File: src/rtl/seg7_pkg.sv
// Shared types, glyph constants and helpers for the seven-segment display controller.
package seg7_pkg;

    typedef enum logic [1:0] {
        MODE_HEX  = 2'b00,
        MODE_UDEC = 2'b01,
        MODE_SDEC = 2'b10
    } mode_e;

    typedef enum logic [1:0] {
        ST_IDLE   = 2'b00,
        ST_NEGATE = 2'b01,
        ST_SHIFT  = 2'b10,
        ST_RENDER = 2'b11
    } state_e;

    localparam logic [7:0] SEG_BLANK = 8'hFF;
    localparam logic [7:0] SEG_MINUS = 8'hBF;

    // Active-low g..a pattern for one hex digit.
    function automatic logic [6:0] hex_to_seg(input logic [3:0] nib);
        logic [6:0] s;
        case (nib)
            4'h0: s = 7'h40;
            4'h1: s = 7'h79;
            4'h2: s = 7'h24;
            4'h3: s = 7'h30;
            4'h4: s = 7'h19;
            4'h5: s = 7'h12;
            4'h6: s = 7'h02;
            4'h7: s = 7'h78;
            4'h8: s = 7'h00;
            4'h9: s = 7'h10;
            4'hA: s = 7'h08;
            4'hB: s = 7'h03;
            4'hC: s = 7'h46;
            4'hD: s = 7'h21;
            4'hE: s = 7'h06;
            default: s = 7'h0E;
        endcase
        return s;
    endfunction

    function automatic logic [63:0] pow10(input int n);
        logic [63:0] r;
        r = 64'd1;
        for (int k = 0; k < n; k++) r = r * 64'd10;
        return r;
    endfunction

endpackage

File: src/rtl/bin2bcd_iter.sv
// Iterative double-dabble: one input bit per cycle, VALUE_W shift cycles after start.
// done_o is high during the final shift cycle; bcd_o holds the result afterwards.
module bin2bcd_iter #(
    parameter int VALUE_W    = 20,
    parameter int NUM_DIGITS = 6
) (
    input  logic                      clk,
    input  logic                      rst_n,
    input  logic                      start_i,
    input  logic [VALUE_W-1:0]        bin_i,
    output logic                      busy_o,
    output logic                      done_o,
    output logic [4*NUM_DIGITS-1:0]   bcd_o
);
    localparam int BCD_W = 4 * NUM_DIGITS;
    localparam int CNT_W = $clog2(VALUE_W + 1);

    logic [VALUE_W-1:0] bin_q, bin_d;
    logic [BCD_W-1:0]   bcd_q, bcd_d, bcd_adj;
    logic [CNT_W-1:0]   cnt_q, cnt_d;
    logic               busy_q, busy_d;

    always_comb begin
        bcd_adj = bcd_q;
        for (int j = 0; j < NUM_DIGITS; j++) begin
            if (bcd_q[4*j +: 4] >= 4'd5) bcd_adj[4*j +: 4] = bcd_q[4*j +: 4] + 4'd3;
        end
    end

    always_comb begin
        bin_d  = bin_q;
        bcd_d  = bcd_q;
        cnt_d  = cnt_q;
        busy_d = busy_q;
        if (start_i) begin
            bin_d  = bin_i;
            bcd_d  = '0;
            cnt_d  = CNT_W'(VALUE_W);
            busy_d = 1'b1;
        end else if (busy_q) begin
            bcd_d  = {bcd_adj[BCD_W-2:0], bin_q[VALUE_W-1]};
            bin_d  = {bin_q[VALUE_W-2:0], 1'b0};
            cnt_d  = cnt_q - CNT_W'(1);
            busy_d = (cnt_q != CNT_W'(1));
        end
    end

    always_ff @(posedge clk or negedge rst_n) begin
        if (!rst_n) begin
            bin_q  <= '0;
            bcd_q  <= '0;
            cnt_q  <= '0;
            busy_q <= 1'b0;
        end else begin
            bin_q  <= bin_d;
            bcd_q  <= bcd_d;
            cnt_q  <= cnt_d;
            busy_q <= busy_d;
        end
    end

    assign busy_o = busy_q;
    assign done_o = busy_q && (cnt_q == CNT_W'(1));
    assign bcd_o  = bcd_q;

endmodule

File: src/rtl/seg7_display_ctrl.sv
// Multi-digit seven-segment controller: hex / unsigned / signed decimal with blanking, blink, dp.
// Latency load->seg_n: hex 2, unsigned VALUE_W+2, signed VALUE_W+3; loads while busy are dropped.
module seg7_display_ctrl
    import seg7_pkg::*;
#(
    parameter int NUM_DIGITS = 6,
    parameter int VALUE_W    = 20,
    parameter int CLK_HZ     = 50000000,
    parameter int BLINK_HZ   = 2
) (
    input  logic                    clk,
    input  logic                    reset_n,
    input  logic                    load,
    input  logic [VALUE_W-1:0]      value,
    input  logic [1:0]              mode,
    input  logic                    blank_lz,
    input  logic [NUM_DIGITS-1:0]   blink_mask,
    input  logic [NUM_DIGITS-1:0]   dp_mask,
    output logic                    busy,
    output logic                    done,
    output logic                    overflow,
    output logic [8*NUM_DIGITS-1:0] seg_n
);
    localparam int BCD_W      = 4 * NUM_DIGITS;
    localparam int BLINK_RAW  = CLK_HZ / (2 * BLINK_HZ);
    localparam int BLINK_PER  = (BLINK_RAW < 1) ? 1 : BLINK_RAW;
    localparam int BCW        = (BLINK_PER > 1) ? $clog2(BLINK_PER) : 1;
    localparam logic [63:0] LIM_UDEC = pow10(NUM_DIGITS);
    localparam logic [63:0] LIM_SDEC = pow10(NUM_DIGITS - 1);

    state_e                 state_q, state_d;
    mode_e                  mode_q, in_mode;
    logic [VALUE_W-1:0]     val_q, mag, eng_bin;
    logic                   blz_q, neg_q, ovf_pend_q, overflow_q, done_q;
    logic                   eng_start, eng_busy, eng_done;
    logic [BCD_W-1:0]       bcd, hex_nib, nib_src;
    logic [8*NUM_DIGITS-1:0] image_q, render_img, base_img, seg_q, seg_d;
    logic [7:0]             glyph, byte_v;
    logic [BCW-1:0]         bcnt_q, bcnt_d;
    logic                   phase_on_q, phase_on_d;
    logic [63:0]            in_ext;
    int                     msd;

    assign in_mode = (mode == 2'b01) ? MODE_UDEC : (mode == 2'b10) ? MODE_SDEC : MODE_HEX;
    assign in_ext  = 64'(value);
    assign mag     = val_q[VALUE_W-1] ? -val_q : val_q;
    assign hex_nib = BCD_W'(val_q);

    always_ff @(posedge clk or negedge reset_n) begin
        if (!reset_n) state_q <= ST_IDLE;
        else          state_q <= state_d;
    end

    always_comb begin
        state_d = state_q;
        case (state_q)
            ST_IDLE: begin
                if (load) begin
                    case (in_mode)
                        MODE_HEX:  state_d = ST_RENDER;
                        MODE_UDEC: state_d = ST_SHIFT;
                        default:   state_d = ST_NEGATE;
                    endcase
                end
            end
            ST_NEGATE: state_d = ST_SHIFT;
            ST_SHIFT:  if (eng_done || !eng_busy) state_d = ST_RENDER;
            ST_RENDER: state_d = ST_IDLE;
            default:   state_d = ST_IDLE;
        endcase
    end

    always_comb begin
        busy      = (state_q != ST_IDLE);
        eng_start = ((state_q == ST_IDLE) && load && (in_mode == MODE_UDEC)) ||
                    (state_q == ST_NEGATE);
        eng_bin   = (state_q == ST_IDLE) ? value : mag;
    end

    bin2bcd_iter #(
        .VALUE_W    (VALUE_W),
        .NUM_DIGITS (NUM_DIGITS)
    ) u_bcd (
        .clk     (clk),
        .rst_n   (reset_n),
        .start_i (eng_start),
        .bin_i   (eng_bin),
        .busy_o  (eng_busy),
        .done_o  (eng_done),
        .bcd_o   (bcd)
    );

    // Overflow is resolved early and held pending until the image is rendered.
    always_ff @(posedge clk or negedge reset_n) begin
        if (!reset_n) begin
            val_q      <= '0;
            mode_q     <= MODE_HEX;
            blz_q      <= 1'b0;
            neg_q      <= 1'b0;
            ovf_pend_q <= 1'b0;
        end else if (state_q == ST_IDLE && load) begin
            val_q      <= value;
            mode_q     <= in_mode;
            blz_q      <= blank_lz;
            neg_q      <= 1'b0;
            ovf_pend_q <= (in_mode == MODE_UDEC) ? (in_ext >= LIM_UDEC)
                                                 : ((in_ext >> BCD_W) != 64'd0);
        end else if (state_q == ST_NEGATE) begin
            neg_q      <= val_q[VALUE_W-1];
            ovf_pend_q <= (64'(mag) >= LIM_SDEC);
        end
    end

    always_comb begin
        render_img = '0;
        glyph      = SEG_BLANK;
        msd        = 0;
        nib_src    = (mode_q == MODE_HEX) ? hex_nib : bcd;
        for (int i = 0; i < NUM_DIGITS; i++) begin
            if (nib_src[4*i +: 4] != 4'd0) msd = i;
        end
        for (int i = 0; i < NUM_DIGITS; i++) begin
            glyph = {1'b1, hex_to_seg(nib_src[4*i +: 4])};
            if (blz_q && i > msd) glyph = SEG_BLANK;
            if (mode_q == MODE_SDEC && neg_q &&
                ((blz_q && i == msd + 1) || (!blz_q && i == NUM_DIGITS - 1)))
                glyph = SEG_MINUS;
            if (ovf_pend_q && mode_q != MODE_HEX) glyph = SEG_MINUS;
            render_img[8*i +: 8] = glyph;
        end
    end

    // Masks are live: applied on every cycle to whichever image is current.
    always_comb begin
        seg_d    = '1;
        byte_v   = SEG_BLANK;
        base_img = (state_q == ST_RENDER) ? render_img : image_q;
        for (int i = 0; i < NUM_DIGITS; i++) begin
            byte_v = base_img[8*i +: 8];
            if (dp_mask[i]) byte_v[7] = 1'b0;
            if (blink_mask[i] && !phase_on_q) byte_v = SEG_BLANK;
            seg_d[8*i +: 8] = byte_v;
        end
    end

    always_comb begin
        bcnt_d     = bcnt_q + BCW'(1);
        phase_on_d = phase_on_q;
        if (bcnt_q == BCW'(BLINK_PER - 1)) begin
            bcnt_d     = '0;
            phase_on_d = !phase_on_q;
        end
    end

    always_ff @(posedge clk or negedge reset_n) begin
        if (!reset_n) begin
            image_q    <= '1;
            seg_q      <= '1;
            done_q     <= 1'b0;
            overflow_q <= 1'b0;
            bcnt_q     <= '0;
            phase_on_q <= 1'b1;
        end else begin
            seg_q      <= seg_d;
            done_q     <= (state_q == ST_RENDER);
            bcnt_q     <= bcnt_d;
            phase_on_q <= phase_on_d;
            if (state_q == ST_RENDER) begin
                image_q    <= render_img;
                overflow_q <= ovf_pend_q;
            end
        end
    end

    assign seg_n    = seg_q;
    assign done     = done_q;
    assign overflow = overflow_q;

endmodule
File: config.mk
export PLATFORM = sky130hd
export DESIGN_NAME = seg7_display_ctrl
export DESIGN_NICKNAME = d
export VERILOG_FILES = /design/src/rtl/seg7_pkg.sv /design/src/rtl/bin2bcd_iter.sv /design/src/rtl/seg7_display_ctrl.sv
export SDC_FILE = /design/constraint.sdc
export NUM_CORES = 1
export LEC_CHECK = 0
export ABC_AREA = 1
export ABC_CLOCK_PERIOD_IN_PS = 4700
export CAP_MARGIN = 20
export CELL_PAD_IN_SITES_DETAIL_PLACEMENT = 0
export CELL_PAD_IN_SITES_GLOBAL_PLACEMENT = 1
export CORE_MARGIN = 4
export CORE_UTILIZATION = 40
export CTS_CLUSTER_DIAMETER = 80
export CTS_CLUSTER_SIZE = 40
export DETAILED_ROUTE_END_ITERATION = 6
export GPL_TIMING_DRIVEN = 0
export PLACE_DENSITY = 0.73
export SYNTH_ARGS = -nofsm -noshare
export SYNTH_HDL_FRONTEND = slang
export SYNTH_SLANG_ARGS = --single-unit
export TNS_END_PERCENT = 100
File: constraint.sdc
create_clock -name clk -period 4.7 [get_ports clk]
set_clock_uncertainty 0.1 [all_clocks]
set_input_delay 0.94 -clock clk [delete_from_list [all_inputs] [get_ports clk]]
set_output_delay 0.94 -clock clk [all_outputs]
set_load 0.005 [all_outputs]
======== Yosys cells after proc, flatten, opt, wreduce, memory -nomap -nowiden ========
Memories as Yosys holds them, arrays and structs flattened.
Cells that the tools add are included.
storage, ports and cells
  flip-flop bits (word level) ............. 200
  memories ................................ 6
  output and inout port bits .............. 51
  bits in read-only memories .............. 672
cells by class
  add/subtract/negate cells ............... 10
  eq/ne operators ......................... 17
  magnitude comparators ................... 14
  reductions and logical operators ........ 49
  multiplexer cells ....................... 65
memories
  memory           depth  width  rd ports  clocked after memory_dff  write ports  RTL line        source
  (no name shown)  16     7      1         0                         0            seg7_pkg.sv:23  case (nib)
  (no name shown)  16     7      1         0                         0            seg7_pkg.sv:23
  (no name shown)  16     7      1         0                         0            seg7_pkg.sv:23
  (no name shown)  16     7      1         0                         0            seg7_pkg.sv:23
  (no name shown)  16     7      1         0                         0            seg7_pkg.sv:23
  (no name shown)  16     7      1         0                         0            seg7_pkg.sv:23
operator list
  cell                     count
  $mux W8                  18
  $mux W32                 4
  $mux W24                 4
  $mux W20                 4
  $eq A3 B32 Y1 const A    2
  $eq A4 B32 Y1 const A    2
  $gt A3 B32 Y1 const A    2
  $gt A4 B32 Y1 const A    2
  $mux W48                 1
  $mux W7                  6
  $add A32 B2 Y32 const B  1
  $eq A2 B32 Y1 const A    1
  $gt A1 B32 Y1 const A    1
  $gt A2 B32 Y1 const A    1
  $logic_not A32 Y1        1
  $logic_and A1 B1 Y1      29
  $add A24 B1 Y24 const B  1
  $eq A24 B24 Y1 const B   1
  $ge A4 B3 Y1 const B     6
  $add A4 B2 Y4 const B    5
  $ge A20 B17 Y1 const B   1
  $ge A20 B20 Y1 const B   1
  $mux W4                  5
  $neg A20 Y20             1
  19 further kinds         55

======== Longest topological paths before layout ========
Gate-level depths: netlist (run 1).
  word-level depth ........................ 18
  mapped depth ............................ 24

======== By module ========
From an unflattened synthesis (run 1), not the netlist that was laid out.
unflattened totals
  cell total of the unflattened synthesis .. 1518
  area, all modules ....................... 11702.5 um^2
modules (own cells, without submodules)
  module             area an instance (um^2)  times used  cells an instance  seq. area each (um^2)
  seg7_display_ctrl  8873.5                   1           1170               3875.0
  bin2bcd_iter       2829.0                   1           348                1251.2

======== Worst setup path before layout (run 1) ========
OpenSTA, ideal clock, no wires.
  kind .................................... reg-to-reg
  start point ............................. register mode_q[0]
  end point ............................... register seg_q[26] (netlist: seg_n[26])
  stages on the path, launching flop included .. 23
  path slack .............................. 1408 ps
  arrival ................................. 3129 ps
  setup time .............................. 63 ps
  buffers on the path ..................... 2
  cell sequence ........................... dfrtp_1 -> nor2_8 -> buf_6 -> buf_6 -> o21ai_0 -> ha_1 -> nand2_1 -> nor2_2 -> nand2_2 -> nand2_2 -> inv_1 -> nor2_1 -> inv_1 -> ha_1 -> nor2_1 -> inv_1 -> nor2_4 -> nand2_2 -> nand2_4 -> nor2_8 -> nand2_2 -> o21ai_2 -> nand2_1
between the ends
  word-level cells in the longest chain between the ends .. 16
  elaborated cells on any way between the ends .. 28
  classes of those cells .................. add/sub: 1; order compare: 1; eq/ne: 2; mux: 11; reduce/logical: 12; memory: 1
RTL lines
  what                      RTL line                  source
  start: declaration        seg7_display_ctrl.sv:32   mode_e mode_q, in_mode;
  start signal: assignment  seg7_display_ctrl.sv:103  mode_q <= in_mode;
  $logic_not A2 Y1          seg7_display_ctrl.sv:118  nib_src = (mode_q == MODE_HEX) ? hex_nib : bcd;
  $mux W24                  seg7_display_ctrl.sv:118
  $reduce_bool A4 Y1        seg7_display_ctrl.sv:120  if (nib_src[4*i +: 4] != 4'd0) msd = i;
  $mux W1                   seg7_display_ctrl.sv:120
  $mux W32 (4 in series)    seg7_display_ctrl.sv:120
  $add A32 B2 Y32           seg7_display_ctrl.sv:126  ((blz_q && i == msd + 1) || (!blz_q && i == NUM_DIGITS - 1)))
  $eq A3 B32 Y1             seg7_display_ctrl.sv:126
  $logic_and A1 B1 Y1       seg7_display_ctrl.sv:126
  $logic_and A1 B1 Y1       seg7_display_ctrl.sv:125  if (mode_q == MODE_SDEC && neg_q &&
  $mux W8                   seg7_display_ctrl.sv:125
  $mux W8 (*)               seg7_display_ctrl.sv:128  if (ovf_pend_q && mode_q != MODE_HEX) glyph = SEG_MINUS;
  $mux W48 (*)              seg7_display_ctrl.sv:137  base_img = (state_q == ST_RENDER) ? render_img : image_q;
  $mux W8 (*)               seg7_display_ctrl.sv:141  if (blink_mask[i] && !phase_on_q) byte_v = SEG_BLANK;
  named net seg_d[26]       seg7_display_ctrl.sv:37   logic [8*NUM_DIGITS-1:0] image_q, render_img, base_img, seg_q, seg_d;
  end signal: assignment    seg7_display_ctrl.sv:164  seg_q <= seg_d;
  end: declaration          seg7_display_ctrl.sv:37
Mark *: on every way through the listed nets, which the timed path passes. The rest lies on a longest branch.
A chain may end at the register's enable or synchronous reset.

======== Worst setup path after layout (run 1) ========
  start point ............................. register mode_q[0]
  end point ............................... register seg_q[25] (netlist: seg_n[25])
Same word-level chain as after synthesis.

==> results of run 1 <==
[report_power, final]
part,internal [uW],switching (uW)
Sequential,2600,367
Clock,736,756
Combinational,1950,3450
[cell type report]
type                            count  area (sq um)
Multi-Input combinational cell    972          5320
Sequential cell                   200          5130
Fill cell                        2795         14600
Timing Repair Buffer               90           941
Clock inverter                     14           131
Inverter                          222           833
Tap cell                          378           473
Clock buffer                       18           450
Buffer                             38           184
[metal layers]
layer / up-vias / routed length (um) / track usage [%]
li1: 4880 / - / -
met1: 4528 / 14700 / 27.8
met2: 197 / 13500 / 31.0
met3: 29 / 1070 / 2.36
met4: 0 / 458 / 5.09
met5: - / 0 / 0
[flip-flops by register name, summed over array words and instances (netlist names)]
register,flops
mode_q,2
u_bcd.bcd_o,24
bcnt_q,24
done,1
overflow,1
ovf_pend_q,1
phase_on_q,1
u_bcd.cnt_q,5
neg_q,1
u_bcd.bin_q,20
image_q,48
state_q,2
u_bcd.busy_o,1
val_q,20
blz_q,1
seg_n,48
[worst max-delay path, cell delays in order, from the launching register on]
cell and delay, ns:
dfrtp_1 0.46, nor2_8 0.27, buf_6 0.19, buf_2 0.24, o21ai_0 0.30, inv_1 0.20, ha_1 0.21, nand2_1 0.08
nor2_2 0.17, nand2_2 0.08, nand2_2 0.11, inv_1 0.07, nor2_1 0.13, inv_1 0.06, ha_1 0.29, nor2_1 0.18
inv_1 0.10, nor2_4 0.13, nand2_2 0.10, nand2_4 0.09, nor2_8 0.04, nand2_2 0.07, o21ai_2 0.06, nand2_1 0.08
[placed cells by master (no fill, tap or decap), types with 5 or more instances in the layout]
master | synthesis | layout
o21ai_2 | 9 | 9
nand3_1 | 57 | 57
or2_2 | 21 | 21
nor2_1 | 108 | 108
dfstp_2 | 97 | 97
a21oi_1 | 48 | 48
nand4_1 | 20 | 20
ha_1 | 57 | 57
nor3_1 | 18 | 18
o22ai_1 | 39 | 39
clkbuf_1 | 23 | 23
a31oi_1 | 14 | 14
clkbuf_16 | 0 | 18
o221ai_1 | 5 | 5
clkdlybuf4s50_1 | 0 | 87
xor2_1 | 17 | 17
nand2_2 | 19 | 19
nor2_2 | 9 | 9
dfrtp_1 | 103 | 103
o21ai_1 | 8 | 8
inv_1 | 208 | 208
inv_2 | 13 | 13
o211ai_1 | 11 | 11
o21ai_0 | 138 | 138
buf_2 | 12 | 12
nand2_1 | 315 | 315
nor4_1 | 8 | 8
[worst min-delay path by stage]
stage	start	end	slack [ns]	cells after the start
2_1_floorplan	bcnt_q[0]	bcnt_q[0]	0.33	1
6_report	reset_n	bcnt_q[2]	0.37	1
3_5_place_dp	u_bcd.bin_q[3]	u_bcd.bin_q[3]	0.36	2
3_3_place_gp	u_bcd.bin_q[17]	u_bcd.bin_q[17]	0.36	2
5_1_grt	reset_n	bcnt_q[2]	0.39	1
4_1_cts	reset_n	bcnt_q[2]	0.37	1
[cell families after synthesis]
group,after synthesis,synth area share [%]
AND/OR/NAND/NOR,598,23.4
XOR/XNOR,20,1.53
AO/OA/AOI/OAI,297,15.2
flip-flops,200,44.7
buffers and inverters,260,8.87
adder cells (fa/ha/maj),57,6.22
[stage by stage]
stage,worst slack (ns),power [uW],setup TNS (ns),instance area (sq um)
after floorplan,1.41,6720,0,11500
after global placement,-6.02,8330,-941.80,12800
after detailed placement,0.806,8380,0,12900
after CTS,0.776,9920,0,13500
after global routing,0.377,10800,0,13500
final,0.814,9860,0,13500
==> impl_metrics.csv, run 1 <==
group,metric,value,unit
cells_and_area,final_util,48.1,%
floorplanning,initial_core_util,40.9,%
flow_run,max-cap-violations,0,
routing,drc,0,
critical_path,r2r_end,"seg_n[25]",
clock_tree,clock_sinks,200,
critical_path,reg2reg_from,"mode_q[0]",
clock_tree,htreeDepth,4,
logic_synthesis,yosysUniqueCellTypes,50,
logic_synthesis,synth-seq-area-share,44.7,%
critical_path,startpoint_type,"flop",
logic_synthesis,ys_ff_latch,200,
clock_tree,cts.clk_slew.worst_paths,0.08,ns
logic_synthesis,syn_nets,1527,
power_and_ir_drop,ir_worst_vdd,0.000321,V
logic_synthesis,synth_async_sr_flop_share,100,%
global_routing,grt_overflow,0,
floorplanning,rows,61,
sta,slew_headroom,37.4,%
sta,fin_crit,3.89,ns
clock_tree,cts_made_buffers,17,
floorplanning,ios,89,
critical_path,r2r_setup_slack,0.81,ns
place,placed_cells_incl_taps,1900,
power_and_ir_drop,power_leakage,0.00617,uW
routing,wirelength,29.7,mm
clock_tree,hold_buffers,0,
critical_path,arrival,4.16,ns
clock_tree,cts_tree,"built",
sta,whs,0.371,ns
logic_synthesis,mappedNetlistArea,11500,sq um
clock_tree,post_cts_resized,0,
power_and_ir_drop,power.density,733,nW/um^2
logic_synthesis,syn_area_per_cell,8.01,sq um
global_routing,grt_max_degree,75,
floorplanning,die_y,177,um
outcome,status,"finished, final reports clean",
global_routing,antenna_found_initial,0,
clock_tree,post_cts_buffers,0,
logic_synthesis,synth-warning-count,0,
clock_tree,clk_path_buf_depth,2,
sta,rsz0062_at_grt,"no",
sta,fin_crit_sh,82.7,%
logic_synthesis,ys.flop_type,"dfrtp_1",
sta,finalSetupViolCount,0,
cells_and_area,final_layout_size_suffix_gt1_share,15.3,%
routing,drt_first_pass_iters,5,
routing,viasPerCell,4.99,
floorplanning,chipWidth,177,um
sta,finalHoldViolations,0,
logic_synthesis,synth_edf_count,0,
clock_tree,cts_root_buffer,"clkbuf_16",
critical_path,cp-end-kind,"flop",
clock_tree,clock_latency,0.45,ns
cells_and_area,final-instance-count-excl-fill,1932,
hold_path,hp-class,"primary input to asynchronous set/reset pin",
routing,vias,9634,
cells_and_area,fin_nets,1636,
routing,first_iter_violations,577,
critical_path,setup.worst_path.start,"mode_q[0]",
global_routing,first_global_vias,9383,
global_routing,grt_pass1_wl,49.0,mm
logic_synthesis,synthCells,1432,
place,port_buffers,88,
logic_synthesis,synth_common_cells,"nand2_1 (315), inv_1 (208), o21ai_0 (138)",
critical_path,crit_required,4.98,ns
logic_synthesis,yosysTopAreaCellShare,22.5,%
critical_path,rr_worst_depth,23,
place,dp_hpwl,22.6,mm
logic_synthesis,yosys-top-cells-area,"dfrtp_1 (22%), dfstp_2 (22%), nand2_1 (10%)",
cells_and_area,antenna_cells,0,
logic_synthesis,synth.largest_area_cell,"dfrtp_1",
logic_synthesis,post-synth-top-count-cell,"nand2_1",
critical_path,crit_end,"seg_n[25]",
sta,fmax,257,MHz
place,gp_congestion,0.851,
routing,ant_nets,0,
critical_path,critical_path_class,"flop to flop",
sta,slew_violations,0,
critical_path,worstPathMaxFanout,10,
cells_and_area,syn_to_final_growth,17.4,%
sta,tightest_slew,0.929,ns
floorplanning,die_area,31400,sq um
global_routing,grt_use_total,19.3,%
routing,routedWlPerCell,15.4,um
floorplanning,coreArea,28000,sq um
Note: power is estimated with default switching activity, not from simulation.
==> run 2: changes to the inputs <==
Settings changed: ABC_CLOCK_PERIOD_IN_PS 4700 to 3200, PLACE_DENSITY 0.73 to 0.76.
Clock period 4.7 ns to 3.2 ns, I/O delays scaled along.
==> run 2 against run 1 <==
  * Clock power grew 47%
  * Sequential share of layout area shrank 0.93 points
  * Largest cell class unchanged
  * Wire length shrank 1.1%
  * Largest power group unchanged
  * Clock-buffer cell count grew 1
  * Critical path type unchanged
  * Register-to-register slack lost 0.64 ns
  * First-iteration DRC count shrank 13%
  * Core utilization grew 1.2 points
  * Non-clock buffer count grew 23
  * Die area is the same
  * Setup slack lost 0.64 ns
==> impl_metrics.csv, run 2 (same netlist as run 1, synthesis figures left out) <==
group,metric,value,unit
outcome,status,"finished, final reports clean",
routing,drt_first_pass_iters,5,
clock_tree,hold_buffers,0,
place,dp_hpwl,22.3,mm
routing,routedWlPerCell,15.0,um
floorplanning,ios,89,
sta,slew_headroom,41.2,%
clock_tree,clock_sinks,200,
critical_path,path_buf_inv,6,
sta,fin_crit,3.02,ns
floorplanning,coreArea,28000,sq um
floorplanning,initial_core_util,40.9,%
clock_tree,cts_made_buffers,17,
floorplanning,rows,61,
clock_tree,cts.clk_slew.worst_paths,0.08,ns
global_routing,grt_overflow,0,
clock_tree,cts_root_buffer,"clkbuf_16",
critical_path,worstPathMaxFanout,8,
sta,finalSetupViolCount,0,
floorplanning,die_area,31400,sq um
critical_path,critical_path_class,"flop to flop",
cells_and_area,fin_nets,1659,
sta,whs,0.137,ns
power_and_ir_drop,ir_worst_vdd,0.000363,V
power_and_ir_drop,power_leakage,0.00632,uW
cells_and_area,final_util,49.3,%
routing,drc,0,
critical_path,rr_worst_depth,20,
floorplanning,chipWidth,177,um
global_routing,first_global_vias,9368,
routing,first_iter_violations,501,
global_routing,grt_max_degree,103,
cells_and_area,antenna_cells,0,
cells_and_area,final_common_cell,"nand2_1",
routing,wirelength,29.4,mm
flow_run,max-cap-violations,0,
power_and_ir_drop,power.density,1100,nW/um^2
routing,vias,9727,
place,gp_congestion,0.857,
hold_path,hp-class,"primary input to asynchronous set/reset pin",
critical_path,cp-end-kind,"flop",
critical_path,startpoint_type,"flop",
routing,viasPerCell,4.98,
sta,tightest_slew,0.873,ns
place,port_buffers,88,
global_routing,grt_use_total,19.1,%
critical_path,cp_cell_sequence,"nor2_8 > buf_8 > buf_12 > buf_4 > o21ai_4 > ha_4 > nand3_4 > nor2_4 > nand2_4 > nor2_2 > inv_1 > ha_1 > nor2_2 > buf_4 > nand2_2 > inv_2 > nand2_4 > nand4_1 > nand2_1 > nand2_1",
critical_path,arrival,3.31,ns
clock_tree,clk_path_buf_depth,2,
sta,finalHoldViolations,0,
sta,setup_tns,0,ns
global_routing,grt_pass1_wl,48.5,mm
cells_and_area,final_layout_size_suffix_gt1_share,18.3,%
critical_path,crit_family,"simple AND/OR/NAND/NOR gates",
floorplanning,die_y,177,um
clock_tree,clock_latency,0.44,ns
critical_path,crit_required,3.48,ns
critical_path,slowest_delay,0.43,ns
cells_and_area,syn_to_final_growth,20.4,%
global_routing,antenna_found_initial,0,
cells_and_area,most-common-layout-cells,"nand2_1 (309), inv_1 (202), o21ai_0 (131), nor2_1 (105), dfrtp_1 (101)",
routing,ant_nets,0,
critical_path,slowest_stage,"dfrtp_2",
clock_tree,cts_tree,"built",
sta,slew_violations,0,
sta,fin_crit_sh,94.5,%
sta,fmax,331,MHz
clock_tree,htreeDepth,4,
critical_path,crit_cells,20,
-- run 2: path summary, 6_finish.rpt --
path,startpoint,to,slack (ns)
setup / recovery,mode_q[0],seg_n[12],0.18
hold / removal,reset_n,overflow,0.14
setup reg to reg,mode_q[0],seg_n[12],0.18
hold reg to reg,bcnt_q[0],bcnt_q[0],0.36
max in group asynchronous,reset_n,val_q[5],1.91
min in group clk,bcnt_q[0],bcnt_q[0],0.36
-- run 2: layout make-up --
type	instances	area, sq um
clock buffer	19	454
inverter	222	833
tap	378	473
fill	2787	14200
buffer	37	208
timing repair buffer	114	1100
multi-input combinational	972	5480
sequential	200	5130
clock inverter	13	126
-- run 2: per-stage QoR --
| stage | instances | worst slack, ns | total power (uW) | cell area, sq um |
|---|---|---|---|---|
| after floorplan | 1432 | 0.0211 | 9870 | 11500 |
| after global placement | 1898 | -7.08 | 12200 | 12800 |
| after detailed placement | 1899 | -0.612 | 12300 | 12800 |
| after CTS | 1939 | 0.0330 | 14800 | 13600 |
| after global routing | 1955 | -0.0138 | 16500 | 13800 |
| final | 1955 | 0.176 | 15100 | 13800 |
-- run 2: timing repair --
action | 4_1_cts | 5_1_grt
pin swaps | 4 | 12
gates cloned | 0 | 0
gates resized for setup | 23 | 29
setup buffers | 8 | 17
endpoints found under the setup margin | 58 | 57
-- run 2: layer usage --
metal | global-route usage [%] | vias to the layer above | routed length, um
met5 | 0 | - | 0
met4 | 5.12 | 0 | 443
met3 | 2.41 | 30 | 1220
met2 | 30.9 | 201 | 13300
met1 | 27.3 | 4570 | 14400
li1 | - | 4926 | -
-- run 2: where the power goes --
part	internal (uW)	leakage, uW	total [uW]	switching (uW)
sequential	3820	0.00231	4360	534
clock	1090	0.000286	2190	1100
combinational	3290	0.00372	8580	5290
total	8200	0.00632	15100	6920
==> run 3: changes to the inputs <==
Settings changed: PLACE_DENSITY 0.76 to unset, PLACE_DENSITY_LB_ADDON set to 0.25.
==> run 3 against run 2 <==
  * Setup slack got worse by 0.088 ns
  * Fmax is 2.8% lower
  * Cell count decreased by 0.41%
  * Clock-buffer cell count down 1
  * Total power fell by 0.42%
  * Final area shrank 0.35%
  * Wire length is 0.71% higher
  * Via count barely moved
  * Die area stayed put
  * Critical path type unchanged
  * Critical endpoint is now seg_n[26]
  * Largest power group unchanged
==> impl_metrics.csv, run 3 (same netlist as run 1, synthesis figures left out) <==
group,metric,value,unit
cells_and_area,most-common-layout-cells,"nand2_1 (311), inv_1 (203), o21ai_0 (130), nor2_1 (107), dfrtp_1 (101)",
critical_path,cp-end-kind,"flop",
power_and_ir_drop,ir_worst_vdd,0.000425,V
place,port_buffers,88,
cells_and_area,multi_input_area,5480,sq um
critical_path,r2r_end,"seg_n[26]",
cells_and_area,fin_area,13800,sq um
floorplanning,initial_core_util,40.9,%
place,place_area,12800,sq um
clock_tree,cts_made_buffers,17,
cells_and_area,syn_to_final_growth,20.0,%
critical_path,setup.worst_path.start,"mode_q[0]",
power_and_ir_drop,power.density,1090,nW/um^2
critical_path,crit_required,3.48,ns
routing,wirelength,29.6,mm
routing,drt_first_pass_iters,5,
cells_and_area,seqCellArea,5130,sq um
critical_path,startpoint_type,"flop",
power_and_ir_drop,p_seq_share,29.0,%
clock_tree,cts.clk_slew.worst_paths,0.09,ns
power_and_ir_drop,power_frac_clock,14.7,%
cells_and_area,final_layout_size_suffix_gt1_share,17.7,%
clock_tree,cts_root_buffer,"clkbuf_16",
clock_tree,htreeDepth,4,
cells_and_area,final_common_cell,"nand2_1",
cells_and_area,antenna_cells,0,
floorplanning,die_area,31400,sq um
cells_and_area,n_fill_cell,2779,
power_and_ir_drop,power.net_switching,6950,uW
global_routing,grt_pass1_wl,49.2,mm
clock_tree,clk_path_buf_depth,2,
global_routing,first_global_vias,9538,
critical_path,reg2reg_from,"mode_q[0]",
floorplanning,die_y,177,um
clock_tree,clock_sinks,200,
sta,fmax,321,MHz
critical_path,r2r_setup_slack,0.09,ns
critical_path,worstPathMaxFanout,8,
global_routing,antenna_found_initial,0,
routing,first_iter_violations,615,
sta,slew_headroom,41.9,%
global_routing,grt_use_total,19.4,%
routing,viasPerCell,5.00,
place,placed_cells_incl_taps,1899,
sta,tightest_slew,0.862,ns
floorplanning,rows,61,
power_and_ir_drop,internal-power,8110,uW
floorplanning,chipWidth,177,um
clock_tree,clock_latency,0.44,ns
clock_tree,hold_buffers,0,
critical_path,crit_end,"seg_n[26]",
power_and_ir_drop,swShare,46.2,%
hold_path,hp-class,"primary input to asynchronous set/reset pin",
critical_path,slowest_stage,"dfrtp_2",
power_and_ir_drop,power_leakage,0.00629,uW
power_and_ir_drop,total_power,15100,uW
power_and_ir_drop,p_comb_share,56.3,%
flow_run,max-cap-violations,0,
routing,ant_nets,0,
place,dp_hpwl,22.0,mm
outcome,status,"finished, final reports clean",
place,gp_congestion,0.864,
routing,vias,9733,
place,dp_worst_setup_slack,-0.584,ns
critical_path,rr_worst_depth,23,
floorplanning,ios,89,
cells_and_area,final-instance-count-excl-fill,1947,
floorplanning,coreArea,28000,sq um
sta,setup_tns,0,ns
clock_tree,cts_tree,"built",
routing,drc,0,
sta,fin_crit_sh,97.2,%
critical_path,slowest_delay,0.45,ns
sta,finalHoldViolations,0,
global_routing,grt_overflow,0,
sta,finalSetupViolCount,0,
sta,fin_crit,3.11,ns
sta,slew_violations,0,
sta,layout_setup_ws,0.0886,ns
critical_path,cp_cell_sequence,"nor2_8 > buf_8 > buf_12 > nand2_2 > o21ai_4 > ha_4 > nand2_1 > nor2_4 > nand2_2 > nand2_4 > inv_1 > nor2_1 > inv_1 > ha_4 > nor2_4 > inv_1 > nor2_4 > nand2_4 > nand2_4 > nor2_8 > nand2_2 > o21ai_2 > nand2_1",
global_routing,grt_max_degree,124,
routing,routedWlPerCell,15.2,um
critical_path,critical_path_class,"flop to flop",
critical_path,arrival,3.39,ns
cells_and_area,fin_nets,1651,
==> run 3: what timing repair did <==
| action | CTS | global route |
|---|---|---|
| pin swaps | 3 | 9 |
| buffers inserted | 4 | 13 |
| endpoints found under the setup margin | 58 | 48 |
| gates resized for setup | 23 | 26 |
==> run 3: power by group through the flow <==
stage          Clock (uW)  Sequential, uW  Combinational (uW)
5_1_grt              2370            4490                9640
3_5_place_dp            0            4390                7880
3_3_place_gp            0            4390                7810
6_report             2210            4370                8470
2_1_floorplan           0            4280                5590
4_1_cts              2270            4360                8120
==> run 3: layer usage <==
metal / up-vias / part of all wire (%) / track usage [%]
met5: - / 0 / 0
met4: 0 / 2.1 / 5.90
met3: 36 / 3.9 / 2.28
met2: 213 / 44 / 30.8
met1: 4552 / 50 / 27.8
li1: 4932 / - / -
==> run 3: worst min path at each step <==
| stage | end | cells after the start | slack, ns |
|---|---|---|---|
| after floorplan | bcnt_q[0] | 0 | 0.24 |
| after global placement | bcnt_q[0] | 1 | 0.35 |
| after detailed placement | bcnt_q[0] | 1 | 0.36 |
| after CTS | u_bcd.bcd_o[7] | 1 | 0.11 |
| after global routing | u_bcd.bcd_o[10] | 1 | 0.14 |
| final | u_bcd.bcd_o[10] | 1 | 0.1 |
==> run 3: final cells by class <==
class,instances,area share [%]
timing repair buffer,106,7.57
clock buffer,18,3.19
multi-input combinational,972,39.9
tap,378,3.44
sequential,200,37.3
clock inverter,14,1.08
inverter,222,6.06
buffer,37,1.51
==> run 3: stage by stage <==
stage	hold slack (ns)	util, %
2_1_floorplan	0.244	-
3_3_place_gp	0.346	45.8
3_5_place_dp	0.358	45.9
4_1_cts	0.111	48.4
5_1_grt	0.136	49.1
6_report	0.0987	49.1
==> run 3: worst max-delay path, delay by kind of cell (launching register included) <==
| kind | cells | cell delay (ns) |
|---|---|---|
| and+or+nand+nor | 14 | 1.39 |
| buffers and inverters | 5 | 0.53 |
| DFF | 1 | 0.45 |
| adders and majority gates | 2 | 0.40 |
| AOI/OAI and AO/OA | 2 | 0.15 |
==> RTL change (config.mk and constraints of run 3) <==
Encoding of `state_e`: now one-hot (4 bits for 4 states).
--- a/src/rtl/seg7_pkg.sv
+++ b/src/rtl/seg7_pkg.sv
@@ -9,7 +9,7 @@
 
-    typedef enum logic [1:0] {
-        ST_IDLE   = 2'b00,
-        ST_NEGATE = 2'b01,
-        ST_SHIFT  = 2'b10,
-        ST_RENDER = 2'b11
+    typedef enum logic [3:0] {
+        ST_IDLE   = 4'b0001,
+        ST_NEGATE = 4'b0010,
+        ST_SHIFT  = 4'b0100,
+        ST_RENDER = 4'b1000
     } state_e;
Behaviour: same outputs for any inputs over 4 cycles, from zero or initial values and one cycle with reset_n low; so few cycles prove little.
==> RTL change against run 3 <==
Via count increased by 1.7%. Sequential cell count increased by 2. Hold slack got worse by 18 ps. Cell area decreased by 0.18%. Cell count decreased by 1.5%. Synthesized area increased by 0.22%. Power increased by 1.1%. Global-route usage increased by 1.1 points. Synthesized cell count decreased by 1.5%. First-iteration DRC count decreased by 1.6%. Critical path depth decreased by 2. Wire length increased by 8.5%. Setup slack improved by 94 ps. Highest routed layer unchanged.
==> RTL change: results (changes against run 3) <==
drt first-iter violations 605 (was 615); final WL 32.1 mm (was 29.6 mm); Distinct cells, synth 57 (was 50); first-pass GRT wire length 51.9 mm (was 49.2 mm); fraction of layout cells with a size suffix above 1 16.2% (was 17.7%); Pleak 6.21 nW (was 6.29 nW); Buffers, non-clock 145 (was 143); Layout clock area frac 4.08% (was 4.28%); syn nets 1,503 (was 1,527); sequential cell count 202 (was 200); Area contributors post-synth dfrtp_1 23%, dfstp_2 22%, nand2_1 9.3% (was dfrtp_1 22%, dfstp_2 22%, nand2_1 10%); Bufs on Longest Clock Path 3 (was 2); post-synthesis compound-gate area fraction 16.1% (was 15.2%); largest net degree at the start of global routing 116 (was 124); Area after DPL 12,900 um^2 (was 12,800 um^2); mux share of post-synthesis cell area 0.0980% (was 0%); Reg2Reg Depth 21 (was 23); outcome completed (unchanged); number of global-route vias before repair 9,460 (was 9,538); routed length per instance 16.8 um (was 15.2 um); Period Utilization, post-route 94.3% (was 97.2%); maximum fanout along the worst path 6 (was 8); CP arrival 3340 ps (was 3390 ps); Non-clock buffers, area share 9.24% (was 9.08%); clk_lat worst skew 510 ps (was 440 ps); gr usage total 20.5% (was 19.4%); r2r setup slk 180 ps (was 90 ps); Fillers 2,763 (was 2,779); Placed Instances 1,877 (was 1,899); Worst Hold Margin 81.2 ps (was 98.7 ps); IR Drop Worst-Case VDD 393 uV (was 425 uV)
-- RTL change: worst max-delay path, stage by stage, from the launching register on --
cell and delay [ps]:
dfrtp_2 460, nor2_8 150, buf_12 140, buf_12 120
nand2_1 80, o21ai_4 130, ha_1 190, inv_1 70
nor2_4 180, a21boi_4 260, nor2_4 70, inv_2 70
ha_4 190, nor2_2 120, inv_2 60, nor2_4 110
nand2_2 70, nand2_2 80, nor2_4 70, nand2_1 70
o21ai_2 60, nand2_1 90
-- RTL change: logic make-up after synthesis --
group,count (synthesis)
compound gates,304
fa+ha+maj,55
simple gates,570
xor+xnor,20
mux,1
buf+inv,258
flops,202
-- RTL change: timing repair --
item	in CTS	in global routing
endpoints found under the hold margin	0	0
endpoints found under the setup margin	59	57
buffers inserted	7	8
cloned	0	1
pin swaps	4	9
gates resized for setup	36	20
-- RTL change: layer usage --
metal,vias up,global-route usage [%],wire [um]
met2,252,32.4,14200
met4,0,5.58,1030
met3,61,2.13,1640
met1,4707,30.0,15300
met5,-,0,0
li1,4881,-,-
